## src/rtl/multi_edge_incr_gen_pkg.sv

```systemverilog
// Shared edge-mode encoding used by the multi-channel edge-to-increment generator.
package edge_pulse_pkg;

    typedef enum logic [1:0] {
        MODE_OFF  = 2'b00,
        MODE_RISE = 2'b01,
        MODE_FALL = 2'b10,
        MODE_BOTH = 2'b11
    } edge_mode_e;

endpackage

```

## src/rtl/multi_edge_incr_gen_ch.sv

```systemverilog
// Single channel: optional synchroniser, glitch filter, edge qualifier and
// saturating event counter.
module edge_pulse_ch
    import edge_pulse_pkg::*;
#(
    parameter int SYNC_STAGES   = 2,
    parameter int FILTER_CYCLES = 1,
    parameter int CNT_W         = 8
) (
    input  logic             clk,
    input  logic             rst_n,
    input  logic             line_i,
    input  logic [1:0]       mode_i,
    input  logic             cnt_clr_i,
    output logic             incr_o,
    output logic             level_o,
    output logic [CNT_W-1:0] evt_cnt_o,
    output logic             cnt_sat_o
);

    localparam int FW_RAW = $clog2(FILTER_CYCLES + 1);
    localparam int FW     = (FW_RAW < 1) ? 1 : FW_RAW;
    localparam logic [FW-1:0]    FC_L     = FW'(FILTER_CYCLES);
    localparam logic [CNT_W-1:0] CNT_MAX  = '1;

    logic             y;
    logic             level_q, level_d;
    logic [FW-1:0]    run_q, run_d;
    logic             incr_q, incr_d;
    logic [CNT_W-1:0] cnt_q, cnt_d;
    logic             sat_q, sat_d;
    logic             rise, fall, qual;
    logic [CNT_W-1:0] cnt_inc;

    generate
        if (SYNC_STAGES == 0) begin : g_nosync
            assign y = line_i;
        end else begin : g_sync
            logic [SYNC_STAGES-1:0] sync_q;
            always_ff @(posedge clk or negedge rst_n) begin
                if (!rst_n) begin
                    sync_q <= '0;
                end else begin
                    sync_q[0] <= line_i;
                    for (int k = 1; k < SYNC_STAGES; k++) begin
                        sync_q[k] <= sync_q[k-1];
                    end
                end
            end
            assign y = sync_q[SYNC_STAGES-1];
        end
    endgenerate

    // A new level is accepted only after it has persisted FILTER_CYCLES cycles.
    always_comb begin
        level_d = level_q;
        run_d   = run_q;
        if (y == level_q) begin
            run_d = '0;
        end else if (run_q + FW'(1) == FC_L) begin
            level_d = y;
            run_d   = '0;
        end else begin
            run_d = run_q + FW'(1);
        end
    end

    assign rise    = ~level_q & level_d;
    assign fall    = level_q & ~level_d;
    assign cnt_inc = cnt_q + CNT_W'(1);

    always_comb begin
        qual = 1'b0;
        case (edge_mode_e'(mode_i))
            MODE_OFF:  qual = 1'b0;
            MODE_RISE: qual = rise;
            MODE_FALL: qual = fall;
            MODE_BOTH: qual = rise | fall;
            default:   qual = 1'b0;
        endcase
    end

    // Clear together with an edge loads 1 so the coincident event survives.
    always_comb begin
        incr_d = qual;
        cnt_d  = cnt_q;
        sat_d  = sat_q;
        if (cnt_clr_i) begin
            cnt_d = qual ? CNT_W'(1) : '0;
            sat_d = 1'b0;
        end else if (qual && (cnt_q != CNT_MAX)) begin
            cnt_d = cnt_inc;
            if (cnt_inc == CNT_MAX) begin
                sat_d = 1'b1;
            end
        end
    end

    always_ff @(posedge clk or negedge rst_n) begin
        if (!rst_n) begin
            level_q <= 1'b0;
            run_q   <= '0;
            incr_q  <= 1'b0;
            cnt_q   <= '0;
            sat_q   <= 1'b0;
        end else begin
            level_q <= level_d;
            run_q   <= run_d;
            incr_q  <= incr_d;
            cnt_q   <= cnt_d;
            sat_q   <= sat_d;
        end
    end

    assign incr_o    = incr_q;
    assign level_o   = level_q;
    assign evt_cnt_o = cnt_q;
    assign cnt_sat_o = sat_q;

endmodule

```

## src/rtl/multi_edge_incr_gen.sv

```systemverilog
// Multi-channel edge-to-increment pulse generator; one independent
// edge_pulse_ch per channel, packed buses sliced per channel.
module multi_edge_incr_gen
    import edge_pulse_pkg::*;
#(
    parameter int CHANNELS      = 4,
    parameter int SYNC_STAGES   = 2,
    parameter int FILTER_CYCLES = 1,
    parameter int CNT_W         = 8
) (
    input  logic                      clk,
    input  logic                      rst_n,
    input  logic [CHANNELS-1:0]       i_line,
    input  logic [2*CHANNELS-1:0]     i_mode,
    input  logic [CHANNELS-1:0]       i_cnt_clr,
    output logic [CHANNELS-1:0]       o_incr,
    output logic [CHANNELS-1:0]       o_level,
    output logic [CHANNELS*CNT_W-1:0] o_evt_cnt,
    output logic [CHANNELS-1:0]       o_cnt_sat
);

    generate
        for (genvar gi = 0; gi < CHANNELS; gi++) begin : g_ch
            edge_pulse_ch #(
                .SYNC_STAGES  (SYNC_STAGES),
                .FILTER_CYCLES(FILTER_CYCLES),
                .CNT_W        (CNT_W)
            ) u_ch (
                .clk      (clk),
                .rst_n    (rst_n),
                .line_i   (i_line[gi]),
                .mode_i   (i_mode[2*gi +: 2]),
                .cnt_clr_i(i_cnt_clr[gi]),
                .incr_o   (o_incr[gi]),
                .level_o  (o_level[gi]),
                .evt_cnt_o(o_evt_cnt[CNT_W*gi +: CNT_W]),
                .cnt_sat_o(o_cnt_sat[gi])
            );
        end
    endgenerate

endmodule
```

## config.mk

```make
export PLATFORM = sky130hd
export DESIGN_NAME = multi_edge_incr_gen
export DESIGN_NICKNAME = d
export VERILOG_FILES = /design/src/rtl/multi_edge_incr_gen_pkg.sv /design/src/rtl/multi_edge_incr_gen_ch.sv /design/src/rtl/multi_edge_incr_gen.sv
export SDC_FILE = /design/constraint.sdc
export NUM_CORES = 1
export LEC_CHECK = 0
export CAP_MARGIN = 15
export CORE_MARGIN = 2
export CORE_UTILIZATION = 49
export CTS_CLUSTER_DIAMETER = 100
export CTS_CLUSTER_SIZE = 10
export DETAILED_ROUTE_END_ITERATION = 7
export GPL_TIMING_DRIVEN = 0
export PLACE_DENSITY = 0.77
export SLEW_MARGIN = 20
export SYNTH_ARGS = -nofsm -noshare
export SYNTH_HDL_FRONTEND = slang
export SYNTH_HIERARCHICAL = 1
export SYNTH_SLANG_ARGS = --single-unit
```

## constraint.sdc

```tcl
create_clock -name clk -period 1.8 [get_ports clk]
set_input_delay 0.45 -clock clk [delete_from_list [all_inputs] [get_ports clk]]
set_output_delay 0.45 -clock clk [all_outputs]
set_load 0.005 [all_outputs]
```

### Yosys cells after proc, flatten, opt, wreduce, memory -nomap -nowiden

Cells that the tools add are included.

* register bits: 52
* input bits: 18
* word-level logic and storage cells: 120

* add/sub/neg operators: 4
* equality and inequality tests: 24
* mux-type cells: 32
* bitwise operators: 20
* reductions and logical operators: 20

Operators by type and width (count)
* 8-bit 2-to-1 mux: 8
* 8-bit by 1-bit adder with 8-bit output, second input constant: 4
* 8-bit equality test, second input constant: 4
* 8-bit inequality test, second input constant: 4
* 1-bit 2-to-1 mux: 20
* 2-bit equality test, second input constant: 8
* 1-bit case mux with 4 select lines: 4
* 2-bit nonzero test: 8
* 1-bit AND: 8
* 2-bit by 1-bit equality test with 1-bit output, second input constant: 4
* 2-bit zero test: 4
* 1-bit NOT: 8
* 2-bit AND reduction: 4
* 1-bit equality test: 4
* 1-bit logical AND: 4
* 1-bit bitwise OR: 4

### Longest topological paths before layout

Gate-level depths: netlist of run 1.

* word-level depth: 9
* gate-level depth with buffers: 7
* depth with buffers taken out: 7

### Modules after synthesis

Netlist of run 1, hierarchy kept.

Modules (own cells, without submodules)
* edge_pulse_ch at g_ch[0].u_ch ...: times used 3, cells each 74, area each 775.7 um^2, sequential area each 325.3 um^2
* edge_pulse_ch at g_ch[1].u_ch: times used 1, cells each 71, area each 726.9 um^2, sequential area each 325.3 um^2

### Worst setup path after synthesis of run 1

No wires, ideal clock.

* kind: flip-flop to flip-flop
* start: reg g_ch[0].u_ch.level_q
* end: reg g_ch[0].u_ch.cnt_q[0]
* setup time: 0.069 ns
* arrival time: 1.589 ns
* path slack: 0.142 ns
* stages on the path, launching flop included: 8
* buffers on the path: 0
* cells stage by stage: dfrtp_1 > inv_1 > ha_1 > and2b_4 > o21ai_4 > a32oi_2 > or3_1 > nand3_1

* cells in the longest elaborated chain, start to end: 8
* elaborated cells on any way between the ends: 12
* classes of those cells: eq/ne: 1; mux: 4; bitwise: 5; reduce/logical: 2

Ends and longest elaborated chain
* from (decl): line multi_edge_incr_gen_ch.sv:27 `logic level_q, level_d;`
* from (signal assigned): line multi_edge_incr_gen_ch.sv:107 `level_q <= level_d;`
* 1-bit equality test: line multi_edge_incr_gen_ch.sv:58 `if (y == level_q) begin`
* 1-bit 2-to-1 mux: line multi_edge_incr_gen_ch.sv:58
* 1-bit NOT: line multi_edge_incr_gen_ch.sv:69 `assign fall = level_q & ~level_d;`
* 1-bit AND: line multi_edge_incr_gen_ch.sv:69
* 1-bit bitwise OR: line multi_edge_incr_gen_ch.sv:78 `MODE_BOTH: qual = rise | fall;`
* 1-bit case mux with 4 select lines (*): line multi_edge_incr_gen_ch.sv:74 `case (edge_mode_e'(mode_i))`
* 1-bit 2-to-1 mux / 1-bit logical AND (equally long branches): line multi_edge_incr_gen_ch.sv:89, multi_edge_incr_gen_ch.sv:91
* 8-bit 2-to-1 mux / 2-bit nonzero test (equally long branches)
* to (signal assigned): line multi_edge_incr_gen_ch.sv:110 `cnt_q <= cnt_d;`
* to (decl): line multi_edge_incr_gen_ch.sv:30 `logic [CNT_W-1:0] cnt_q, cnt_d;`

Every way passes the cells marked *; elsewhere a longest branch is shown, timed or not.
A chain may end at the register's enable or synchronous reset.

### Final worst setup path of run 1

* start: reg g_ch[2].u_ch.level_q
* end: reg g_ch[2].u_ch.cnt_q[0]

* cells in the longest elaborated chain, start to end: 8
* elaborated cells on any way between the ends: 12
* classes of those cells: eq/ne: 1; mux: 4; bitwise: 5; reduce/logical: 2

Ends and longest elaborated chain (line)
* from (decl): multi_edge_incr_gen_ch.sv:27
* from (signal assigned): multi_edge_incr_gen_ch.sv:107
* 1-bit equality test: multi_edge_incr_gen_ch.sv:58
* 1-bit 2-to-1 mux: multi_edge_incr_gen_ch.sv:58
* 1-bit NOT: multi_edge_incr_gen_ch.sv:69
* 1-bit AND: multi_edge_incr_gen_ch.sv:69
* 1-bit bitwise OR: multi_edge_incr_gen_ch.sv:78
* 1-bit case mux with 4 select lines (*): multi_edge_incr_gen_ch.sv:74
* 1-bit 2-to-1 mux / 1-bit logical AND (equally long branches): multi_edge_incr_gen_ch.sv:89, multi_edge_incr_gen_ch.sv:91
* 8-bit 2-to-1 mux / 2-bit nonzero test (equally long branches)
* to (signal assigned): multi_edge_incr_gen_ch.sv:110
* to (decl): multi_edge_incr_gen_ch.sv:30

Marks and branches as above.

==> summary.md, run 1 <==
| Metric | Value |
|---|---|
| Syn_nets | `between 300 and 400` |
| Initial antenna violation count | `0` |
| Final hold slack | `roughly 0.16 ns` |
| Fmax | `557.1 MHz` |
| Comb pwr share | `21.6%` |
| CTS H-tree depth | `2` |
| Drt wl/cell | `14.88 um` |
| Slew Limit Fails | `0` |
| First-pass GRT wire length | `10.78 mm` |
| Initial core utilization | `about half` |
| Power per cell area | `648.2 nW/um^2` |
| Final min period | `1.795 ns` |
| Die ar. | `6881 um^2` |
| P_int | `1.872 mW` |
| Clock Sinks | `52` |
| Async SR Flop Fraction | `100.0%` |
| Synth Register Bits | `52` |
| TritonCTS clock tree | `built` |
| Largest net degree at the start of global routing | `53` |
| I/O Pins | `62` |
| Switch share | `between 20 and 30%` |
| Final WL | `between 6 and 7 mm` |
| Die width | `82.95 um` |
| Slowest-stage cell, CP | `dfrtp_1` |
| Net Sw Power | `0.7194 mW` |
| Sequential Power Share | `between 50% and 60%` |
| Number of global-route vias before repair | `~2.3k` |
| DP Wirelength | `4.497 mm` |
| Clock share of power | `27.6%` |
| Worst reg-to-reg path cell count | `7` |
| Crit-path cells | `inv_1, ha_1, and2b_4, o21ai_4, a32oi_4, or3_1, nand3_1` |
| Leakage power | `1.583 nW` |
| Root buf cell | `clkbuf_8` |
| GR Util All Layers | `18.64%` |
| Inserted Clock Buffers | `5` |
| Worst-path clk slew | `0.09 ns` |
| FF+latch area | `1328 um^2` |
| Max-Slew Margin vs Limit | `55.78%` |
| Share of cells above drive strength 1 | `25.41%` |
| Initial drt markers | `80` |
| Grt ovf | `0` |
| Clk buf depth | `2` |
| Area of the multi-input gates | `approximately 1800 um^2` |
| CP Data Arrival Time | `around 2.0 ns` |
| Worst slew pin tran | `0.6633 ns` |
| Critical Path RT | `2.04 ns` |
| Routed via count | `2475` |
| Critical path launch point type | `flop` |
| Yosys cell types | `46` |
| Most used DFF post-synth | `dfrtp_1` |
| FF-to-FF setup slack | `0.005 ns` |
| Die Span Y | `82.95 um` |
| Clock Latency Late Sink | `0.30 ns` |
| Crit-path max cell delay | `0.40 ns` |
| Final Net Count | `400` |
| Max Cap Viol | `0` |
| Type of destination of the critical path | `flop` |
| Power, Total | `2.591 mW` |
| # diodes | `0` |
| Drt pass-1 iters | `4` |
| Fin crit share | `99.73%` |
| Site row count | `28` |
| Final Hold Fails | `0` |
| Critical path class | `reg2reg` |
| Sequential share of the synthesized area | `42.61%` |
| Core Box Area | `5956 um^2` |
| Status | `finished clean` |
| Yosys warns | `6` |
| Crit Path Max Fanout | `6` |
| DRC viols | `0` |
| Layout Skew | `around 0.0057 ns` |
| Reg2Reg Capture Point | `g_ch[2].u_ch/evt_cnt_o[0]$_DFFE_PN0P_` |
| Setup-failing EPs final | `0` |
| Port bufs | `between 50 and 60` |
| Synthesized cell area | `3054 um^2` |
| Synthesized instance count | `293` |
| FILL cells | `492` |
| RSZ-0062 raised after global routing | `true` |
| Post-synth EDFFs | `0` |
| Placer Congestion | `0.8651` |
| IR drop worst, VDD | `383.4 uV` |
| Syn-to-layout area delta | `30.89%` |
| Number of nets with antenna violations after routing | `0` |
| Hold crit path type | `in2async` |
| Via density | `5.664` |
| FF-to-FF Start | `g_ch[2].u_ch/level_o$_DFF_PN0_` |
| Mean Syn Cell Area | `between 10 and 15 um^2` |
[kinds of logic (layout without fill, tap and decap cells)]
family | after synthesis | count (layout) | share of synthesized area, %
AOI/OAI and AO/OA | 62 | 62 | 18.03
buffers and inverters | 26 | 95 | 4.055
and+or+nand+nor | 118 | 118 | 22.82
DFF | 52 | 52 | 42.61
xor gates and xnor gates | 15 | 15 | 4.301
adders and majority gates | 20 | 20 | 8.193
[through the flow]
step / util (%) / cell area, um^2 / setup slack (ns) / std cells / TNS [ns]
3_3_place_gp: 62.44 / 3719 / -1.311 / 425 / -72.36
4_1_cts: 64.10 / 3817 / 0.0004022 / 432 / 0
5_1_grt: 67.12 / 3998 / -0.08686 / 437 / -0.4372
2_1_floorplan: - / 3054 / 0.1421 / 293 / 0
6_report: 67.12 / 3998 / 0.004867 / 437 / 0
3_5_place_dp: 62.40 / 3716 / -0.2427 / 425 / -5.215
[Yosys cell counts, types with 5 or more instances]
master / count / area (um^2)
nor3_1: 7 / 35.03
xnor2_1: 10 / 87.58
ha_1: 20 / 250.2
dfrtp_1: 52 / 1301
nand2b_1: 6 / 37.54
nor2_1: 20 / 75.07
nand4_1: 5 / 31.28
xor2_1: 5 / 43.79
inv_1: 18 / 67.56
a211oi_1: 15 / 112.6
a21oi_1: 13 / 65.06
nand3_1: 12 / 60.06
nand2_1: 29 / 108.9
[worst max-delay path, delay by kind of cell, from the launching register on]
| family | cells | cell delay [ns] |
|---|---|---|
| compound gates | 2 | 0.40 |
| fa+ha+maj | 1 | 0.27 |
| buf+inv | 1 | 0.06 |
| flops | 1 | 0.40 |
| simple gates | 3 | 0.60 |
[cell usage in the layout (no fill, tap or decap), types with 4 or more instances in the layout]
master | Yosys | final
clkdlybuf4s50_1 | 0 | 54
dfrtp_1 | 52 | 31
nand2_1 | 29 | 26
dfrtp_2 | 0 | 21
ha_1 | 20 | 20
nor2_1 | 20 | 19
inv_1 | 18 | 18
buf_4 | 4 | 12
nand3_1 | 12 | 12
a21oi_1 | 13 | 11
a211oi_1 | 15 | 10
xnor2_1 | 10 | 10
clkbuf_8 | 0 | 7
nor3_1 | 7 | 7
nand2b_1 | 6 | 6
xor2_1 | 5 | 5
nand4_1 | 5 | 5
a211oi_2 | 0 | 5
or2_2 | 4 | 4
nor2_4 | 3 | 4
or3_1 | 4 | 4
and3_2 | 4 | 4
o21ai_0 | 4 | 4
[registers in the layout (all words and copies together), names as in the netlist]
name	count
g_ch.u_ch/evt_cnt_o	32
g_ch.u_ch/g_sync.sync_q	8
g_ch.u_ch/cnt_sat_o	4
g_ch.u_ch/incr_o	4
g_ch.u_ch/level_o	4
[cell type report]
class,instances,share of cell area [%]
plain buffers,8,1.408
clock buffers,7,2.410
inverters,18,1.690
multi-input cells,215,43.91
flip-flops and latches,52,33.21
well taps,75,2.347
repair buffers,62,15.02
[power by group through the flow]
stage	clock [mW]	sequential [mW]	combinational, mW
CTS	0.743	1.32	0.508
global placement	0	1.33	0.491
floorplan	0	1.33	0.265
finish	0.715	1.32	0.559
global route	0.795	1.33	0.618
detailed placement	0	1.34	0.504
[worst max-delay path by stage]
stage / startpoint / to / slack [ns] / cells after the start
2_1_floorplan: g_ch[0].u_ch/level_o$_DFF_PN0_ / g_ch[0].u_ch/evt_cnt_o[0]$_DFFE_PN0P_ / 0.14 / 7
3_5_place_dp: i_mode[5] / g_ch[2].u_ch/evt_cnt_o[0]$_DFFE_PN0P_ / -0.24 / 6
5_1_grt: g_ch[3].u_ch/level_o$_DFF_PN0_ / g_ch[3].u_ch/evt_cnt_o[0]$_DFFE_PN0P_ / -0.09 / 7
3_3_place_gp: rst_n / g_ch[2].u_ch/level_o$_DFF_PN0_ / -1.31 / 1
6_report: g_ch[2].u_ch/level_o$_DFF_PN0_ / g_ch[2].u_ch/evt_cnt_o[0]$_DFFE_PN0P_ / 0.005 / 7
4_1_cts: g_ch[3].u_ch/evt_cnt_o[2]$_DFFE_PN0P_ / o_evt_cnt[26] / 0.0004 / 1
[timing repair]
action | CTS | global route
endpoints found under the hold margin | 0 | 0
endpoints found under the setup margin | 5 | 46
hold buffers | 0 | 0
setup buffers | 0 | 6
gates cloned | 0 | 0
pin swaps | 1 | 11
resized for setup | 4 | 40
[routing by layer]
layer	share of wire, %	GRT usage [%]
met4	1.1	4.322
met3	5.7	5.070
met2	49	30.35
met1	45	24.89
met5	0	0
No activity file was read; power rests on OpenSTA's default activity.
==> run 2, diff against run 1 <==
- SKIP_CTS_REPAIR_TIMING: not set -> 1
==> summary.md, run 2 (synthesis gave the netlist of run 1 again) <==
| Metric | Value |
|---|---|
| Status | `finished clean` |
| Number of global-route vias before repair | `2344 (unchanged)` |
| Die Span Y | `82.95 um (unchanged)` |
| Area of the multi-input gates | `1755 um^2 (unchanged)` |
| Clock Latency Late Sink | `0.30 ns (about the same)` |
| Routed via count | `2471 (-0.16%)` |
| Critical path class | `reg2reg` |
| Crit Path Max Fanout | `6 (unchanged)` |
| Worst slew pin tran | `0.6671 ns (+0.003782 ns)` |
| Fmax | `563.4 MHz (+1.1%)` |
| Initial drt markers | `84 (+5.0%)` |
| Drt pass-1 iters | `4 (unchanged)` |
| Die width | `82.95 um (unchanged)` |
| Worst-path clk slew | `0.09 ns (about the same)` |
| Initial antenna violation count | `0 (unchanged)` |
| Setup Slack @ Placement | `-0.2427 ns (unchanged)` |
| First-pass GRT wire length | `10.78 mm (unchanged)` |
| Clk buf depth | `2 (unchanged)` |
| Leakage power | `1.588 nW (+0.33%)` |
| Most common cell after layout, fill and taps aside | `clkdlybuf4s50_1` |
| Commonest non-fill, non-tap cells in the layout | `54 x clkdlybuf4s50_1, 31 x dfrtp_1, 26 x nand2_1` |
| Via density | `5.642 (-0.39%)` |
| # diodes | `0 (unchanged)` |
| Port bufs | `57 (unchanged)` |
| RSZ-0062 raised after global routing | `true` |
| Largest net degree at the start of global routing | `53 (unchanged)` |
| Initial core utilization | `51.28% (unchanged)` |
| Worst reg-to-reg path cell count | `7 (unchanged)` |
| Syn-to-layout area delta | `31.13%` |
| Final non-filler cell total | `438 (+0.23%)` |
| CP Data Arrival Time | `2.02 ns (about the same)` |
| Hold crit path type | `in2async` |
| Power per cell area | `647.1 nW/um^2 (-0.18%)` |
| Critical Path RT | `2.05 ns (about the same)` |
| Final WS setup | `0.02503 ns (+0.02016 ns)` |
| Placer Congestion | `0.8651 (unchanged)` |
| Max Cap Viol | `0 (unchanged)` |
| Core Box Area | `5956 um^2 (unchanged)` |
| Setup-failing EPs final | `0 (unchanged)` |
| Final hold slack | `0.1604 ns (+0.002336 ns)` |
| Crit-path max cell delay | `0.41 ns (about the same)` |
| Critical path launch point type | `flop` |
| IR drop worst, VDD | `377.1 uV (-1.6%)` |
| I/O Pins | `62 (unchanged)` |
| Final WL | `6.473 mm (-0.45%)` |
| FILL cells | `494 (+0.41%)` |
| DRC viols | `0 (unchanged)` |
| Final Net Count | `401 (+0.25%)` |
| Final Hold Fails | `0 (unchanged)` |
| Share of cells above drive strength 1 | `25.62% (+0.21 points)` |
| Crit-path cells | `inv_1, ha_1, and2b_4, o21ai_4, a32oi_4, or3_1, nand3_1` |
| Final min period | `1.775 ns (-0.02016 ns)` |
| CTS H-tree depth | `2 (unchanged)` |
| Slew Limit Fails | `0 (unchanged)` |
| Layout Skew | `0.004529 ns (-0.001186 ns)` |
| GR Util All Layers | `18.64% (unchanged)` |
| Fin crit share | `98.61% (-1.1 points)` |
| Type of destination of the critical path | `flop` |
| Root buf cell | `clkbuf_8` |
| Placed Cells | `425 (unchanged)` |
| Number of nets with antenna violations after routing | `0 (unchanged)` |
| FF+latch area | `1328 um^2 (unchanged)` |
| Clock Sinks | `52 (unchanged)` |
| Grt ovf | `0 (unchanged)` |
| Site row count | `28 (unchanged)` |
| DP Wirelength | `4.497 mm (unchanged)` |
| TritonCTS clock tree | `built` |
| Max-Slew Margin vs Limit | `55.53% (-0.25 points)` |
| Die ar. | `6881 um^2 (unchanged)` |
| Max FFs per register | `32 (unchanged)` |
| Drt wl/cell | `14.78 um (-0.67%)` |
| Power, Total | `2.592 mW (about the same)` |
| Inserted Clock Buffers | `5 (unchanged)` |
| Post-route setup TNS | `0 ns (unchanged)` |
| Slowest-stage cell, CP | `dfrtp_1` |
## run 2: worst max-delay path: cells and delay by family, from the launching register on
kind / cells / cell delay (ns)
compound gates: 2 / 0.41
fa+ha+maj: 1 / 0.26
buf+inv: 1 / 0.06
flops: 1 / 0.41
simple gates: 3 / 0.58
## run 2: stage by stage
step                util [%]  instance area, um^2
finish                 67.25                 4005
global route           67.25                 4005
CTS                    64.01                 3812
detailed placement     62.40                 3716
global placement       62.44                 3719
floorplan                  -                 3054
## run 2: final timing paths
check	end	slack (ns)	start
worst max-delay path	g_ch[3].u_ch/evt_cnt_o[0]$_DFFE_PN0P_	0.03	g_ch[3].u_ch/level_o$_DFF_PN0_
worst min-delay path	g_ch[0].u_ch/evt_cnt_o[4]$_DFFE_PN0P_	0.16	rst_n
worst max register to register	g_ch[3].u_ch/evt_cnt_o[0]$_DFFE_PN0P_	0.03	g_ch[3].u_ch/level_o$_DFF_PN0_
worst min register to register	g_ch[2].u_ch/g_sync.sync_q[1]$_DFF_PN0_	0.36	g_ch[2].u_ch/g_sync.sync_q[0]$_DFF_PN0_
max in group asynchronous	g_ch[3].u_ch/evt_cnt_o[3]$_DFFE_PN0P_	1.14	rst_n
min in group clk	g_ch[2].u_ch/g_sync.sync_q[1]$_DFF_PN0_	0.36	g_ch[2].u_ch/g_sync.sync_q[0]$_DFF_PN0_
## run 2: area by class of cell
class / instances / area share, %
inverter: 18 / 1.687
timing repair buffer: 63 / 15.18
clock buffer: 7 / 2.405
buffer: 8 / 1.406
tap: 75 / 2.343
sequential: 52 / 33.15
multi-input combinational: 215 / 43.83
## run 2: power breakdown
part	total, mW	switching, mW	internal, mW
Combinational	0.562	0.268	0.294
Sequential	1.32	0.0806	1.24
Clock	0.712	0.368	0.343
Total	2.59	0.717	1.87
## run 2: metal layers
metal / wire length (um) / global-route usage [%] / vias up
met1: 2910 / 24.89 / 1208
met3: 342 / 5.070 / 7
met2: 3157 / 30.35 / 59
li1: - / - / 1197
met4: 63 / 4.322 / 0
met5: 0 / 0 / -
==> run 3, diff against run 2 <==
- ABC_CLOCK_PERIOD_IN_PS: not set -> 1800
- GPL_ROUTABILITY_DRIVEN: not set -> 0
==> results of run 3 <==
Same layout as run 2: the final DEF is identical, and so are final timing and power.
